**config.mk**
```make
export PLATFORM = sky130hd
export DESIGN_NAME = encoder_8_3_scan
export DESIGN_NICKNAME = d
export VERILOG_FILES = /design/src/rtl/encoder_8_3_scan.sv
export SDC_FILE = /design/constraint.sdc
export NUM_CORES = 1
export LEC_CHECK = 0
export ABC_AREA = 1
export BUFFER_PORTS_ARGS = -buffer_cell sky130_fd_sc_hd__buf_4
export CAP_MARGIN = 25
export CORE_MARGIN = 5
export CORE_UTILIZATION = 45
export CTS_BUF_LIST = sky130_fd_sc_hd__clkbuf_8
export DETAILED_ROUTE_END_ITERATION = 10
export PLACE_DENSITY = 0.67
export SYNTH_ARGS = -nofsm -noshare
export SYNTH_HDL_FRONTEND = slang
export SYNTH_SLANG_ARGS = --single-unit
```
**constraint.sdc**
```tcl
create_clock -name clk -period 2.4 [get_ports clk]
set_input_delay 0.48 -clock clk [delete_from_list [all_inputs] [get_ports clk]]
set_output_delay 0.48 -clock clk [all_outputs]
set_load 0.02 [all_outputs]
```
**src/rtl/encoder_8_3_scan.sv**
```systemverilog
// Sequential 8-to-3 priority encoder: captures a request vector and emits the
// index of every set bit, one per valid/ready transfer, then pulses done.
module encoder_8_3_scan #(
    parameter int HIGH_FIRST = 1
) (
    input  logic       clk,
    input  logic       reset,
    input  logic [7:0] req,
    input  logic       load,
    input  logic       ready,
    output logic [2:0] code,
    output logic       valid,
    output logic       busy,
    output logic       done,
    output logic       empty
);

    typedef enum logic [1:0] {
        S_IDLE = 2'd0,
        S_SCAN = 2'd1,
        S_DONE = 2'd2
    } state_t;

    state_t     state, state_n;
    logic [7:0] pending, pending_n;
    logic [2:0] code_n;
    logic       valid_n, busy_n, done_n, empty_n;
    logic [7:0] remaining;

    // Index of the bit that is serviced next under the configured priority.
    function automatic logic [2:0] prio_idx(input logic [7:0] v);
        logic [2:0] idx;
        idx = 3'd0;
        if (HIGH_FIRST != 0) begin
            for (int i = 0; i < 8; i++) begin
                if (v[i]) idx = 3'(i);
            end
        end else begin
            for (int i = 7; i >= 0; i--) begin
                if (v[i]) idx = 3'(i);
            end
        end
        return idx;
    endfunction

    assign remaining = pending & ~(8'b1 << code);

    always_comb begin
        state_n   = state;
        pending_n = pending;
        code_n    = code;
        valid_n   = valid;
        busy_n    = busy;
        done_n    = 1'b0;
        empty_n   = 1'b0;
        case (state)
            S_IDLE: begin
                valid_n = 1'b0;
                busy_n  = 1'b0;
                if (load) begin
                    busy_n = 1'b1;
                    if (req != 8'h00) begin
                        pending_n = req;
                        code_n    = prio_idx(req);
                        valid_n   = 1'b1;
                        state_n   = S_SCAN;
                    end else begin
                        done_n  = 1'b1;
                        empty_n = 1'b1;
                        state_n = S_DONE;
                    end
                end
            end
            S_SCAN: begin
                // code is already registered, so a transfer only has to look one bit ahead.
                if (valid && ready) begin
                    pending_n = remaining;
                    if (remaining != 8'h00) begin
                        code_n = prio_idx(remaining);
                    end else begin
                        valid_n = 1'b0;
                        done_n  = 1'b1;
                        state_n = S_DONE;
                    end
                end
            end
            S_DONE: begin
                valid_n = 1'b0;
                busy_n  = 1'b0;
                state_n = S_IDLE;
            end
            default: begin
                valid_n   = 1'b0;
                busy_n    = 1'b0;
                pending_n = 8'h00;
                state_n   = S_IDLE;
            end
        endcase
    end

    always_ff @(posedge clk or posedge reset) begin
        if (reset) begin
            state   <= S_IDLE;
            pending <= 8'h00;
            code    <= 3'd0;
            valid   <= 1'b0;
            busy    <= 1'b0;
            done    <= 1'b0;
            empty   <= 1'b0;
        end else begin
            state   <= state_n;
            pending <= pending_n;
            code    <= code_n;
            valid   <= valid_n;
            busy    <= busy_n;
            done    <= done_n;
            empty   <= empty_n;
        end
    end

endmodule

```
==> results.toml <==
[place]
gp_congestion = 0.863
hpwlAfterDp_mm = 1.88
placed_cells = 194
portBuffers = 18

[drt]
drt_iter0_markers = 39
routed_wirelength_mm = 2.41
avgRoutedWirePerCell_um = 12.2
drcViolationCount = 0
detail-route-antenna-nets = 0
vias = 997
dr.pass1.iters = 6
viasPerCell = 5.04

[timing]
min_period_over_period = 0.645
rsz0062_at_grt = "false"
fin_skew_ns = 0.00608
fin_crit_ns = 1.55
setup_viol = 0
report.final.slew_viol_count = 0
tightest_slew_ns = 0.648
maxSlewHeadroom = 0.568
hold_viol = 0
totalNegativeSetupSlack_ns = 0
fmaxAchievable_mhz = 646

[grt]
grt_first_pass_wirelength_mm = 4.17
antenna_found_initial = 0
grt_max_degree = 18
grt-ovfl-total = 0
grt_pass1_vias = 946
track_usage = 0.156

[finish]
drive_above_1_share = 0.259
layout.cells.non_filler = 198
final.fill_count = 226
insertedDiodeCount = 0
multi_input_area_um2 = 547
final_nets = 183
regArea_um2 = 425
utilization = 0.561
syn_to_final_growth_pct = 16.8

[worst_setup_path]
worstPathMaxFanout = 7
crit_required_ns = 2.55
end_kind = "flop"
crit_arrival_ns = 1.70
cp-start-kind = "flop"
timing_worst_setup_path_type = "reg -> reg"

[floorplan]
ios = 19
rows = 17
start_util = 0.480
die-area_um2 = 3520
die_y_um = 59.3
die_w_um = 59.3
core_um2 = 2280

[pwr]
power_density_nw_per_um2 = 1300
p_total_mw = 1.66
irDropWorstVdd_mv = 0.627
leakage_nw = 0.666

[logic_synthesis]
synth_cell_types = 19
synth_fp_nets = 162
ys_seq_area_frac = 0.389
synth_cells = 150
ys_warn_count = 0
synth_area_um2 = 1090
synth_area_per_cell_um2 = 7.29
ys_ff_latch = 17

[clocking]
worst_setup_hold_path_clk_slew_ns = 0.07
cts_resized = 0
cts-buffers-inserted = 3
clk_latency_ns = 0.26
post_cts_buffers = 0
cts-root-buf = "clkbuf_8"
hold_buffers = 0
cts_tree = "done"
htree_levels = 1
cts_max_path_buffers = 2
cts_num_sinks = 17

[outcome]
status = "finished, final reports clean"

[worst_hold_path]
hold_class = "in -> async"

[flow_run]
max-cap-violations = 0
[cell families (layout without fill, tap and decap cells)]
group | count (synthesis) | count (layout) | share of synthesized area
DFF | 17 | 17 | 0.389
and+or+nand+nor | 80 | 80 | 0.331
buffers and inverters | 26 | 46 | 0.111
AOI/OAI and AO/OA | 27 | 27 | 0.169
[flip-flops by register name (all words and copies together) (netlist names)]
name / count
busy: 1
code: 3
done: 1
empty: 1
pending: 8
state: 2
valid: 1
[area by class of cell]
cell class,count,share of cell area
Clock buffer,3,0.0323
Clock inverter,1,0.00294
Inverter,24,0.0705
Tap cell,28,0.0274
Timing Repair Buffer,18,0.106
Multi-Input combinational cell,107,0.428
Sequential cell,17,0.333
[layout by cell type, fill, tap and decap left out]
cell / n
nand2_2: 4
nor2_1: 12
o21ai_0: 10
inv_1: 21
nor2_4: 2
o22ai_1: 5
nand3_1: 13
nand3_2: 2
buf_4: 18
inv_2: 4
nand4_1: 1
a21o_4: 1
dfrtp_1: 17
nand2_1: 44
a32oi_1: 1
a21oi_1: 2
clkbuf_8: 3
o21ai_2: 8
nor2_2: 2
[layer usage]
| layer | track usage | up-vias | part of all wire |
|---|---|---|---|
| met1 | 0.234 | 433 | 0.48 |
| met4 | 0.0680 | 0 | 0.012 |
| met2 | 0.212 | 41 | 0.43 |
| met5 | 0 | - | 0 |
| met3 | 0.0327 | 3 | 0.081 |
| li1 | - | 520 | - |
[final timing paths]
| kind | start | to | slack (ns) | cells after the start |
|---|---|---|---|---|
| setup / recovery | code[2] | code[0] | 0.85 | 10 |
| min in group clk | pending[3] | pending[3] | 0.49 | 2 |
| hold reg to reg | pending[3] | pending[3] | 0.49 | 2 |
| max in group asynchronous | reset | pending[7] | 1.67 | 2 |
| hold / removal | reset | code[1] | 0.31 | 2 |
| setup reg to reg | code[2] | code[0] | 0.85 | 10 |
[per-stage QoR]
stage,worst slack (ns),area (um^2),hold slack [ns]
after floorplan,0.969,1090,0.406
after global placement,0.835,1230,0.464
after detailed placement,0.801,1230,0.471
after CTS,0.859,1280,0.339
after global routing,0.672,1280,0.379
final,0.851,1280,0.309
[critical path, cell delays in order, from the launching register on]
cell,delay (ns)
dfrtp_1,0.45
inv_1,0.13
nand3_1,0.09
nand2_1,0.13
nand2_1,0.10
nor2_2,0.17
nand3_2,0.09
nand2_2,0.11
inv_2,0.04
nor2_1,0.07
nor2_1,0.05
[Yosys cell counts]
cell     count  share of area
nand3_1     13          0.059
a21o_4       1          0.014
a32oi_1      1         0.0080
o22ai_1      5          0.029
nor2_2       2          0.011
o21ai_0     10          0.046
nor2_1      12          0.041
o21ai_2      8          0.064
nand3_2      2          0.018
buf_6        1          0.010
nor2_4       2          0.021
dfrtp_1     17           0.39
inv_1       20          0.069
nand4_1      1         0.0057
nand2_1     44           0.15
inv_2        4          0.014
buf_12       1          0.018
a21oi_1      2         0.0092
nand2_2      4          0.023
[power breakdown]
| part | switching, mW | internal (mW) | total (mW) |
|---|---|---|---|
| sequential | 0.107 | 0.393 | 0.500 |
| combinational | 0.599 | 0.340 | 0.939 |
| clock | 0.104 | 0.114 | 0.218 |
No activity file was read; power rests on OpenSTA's default activity.
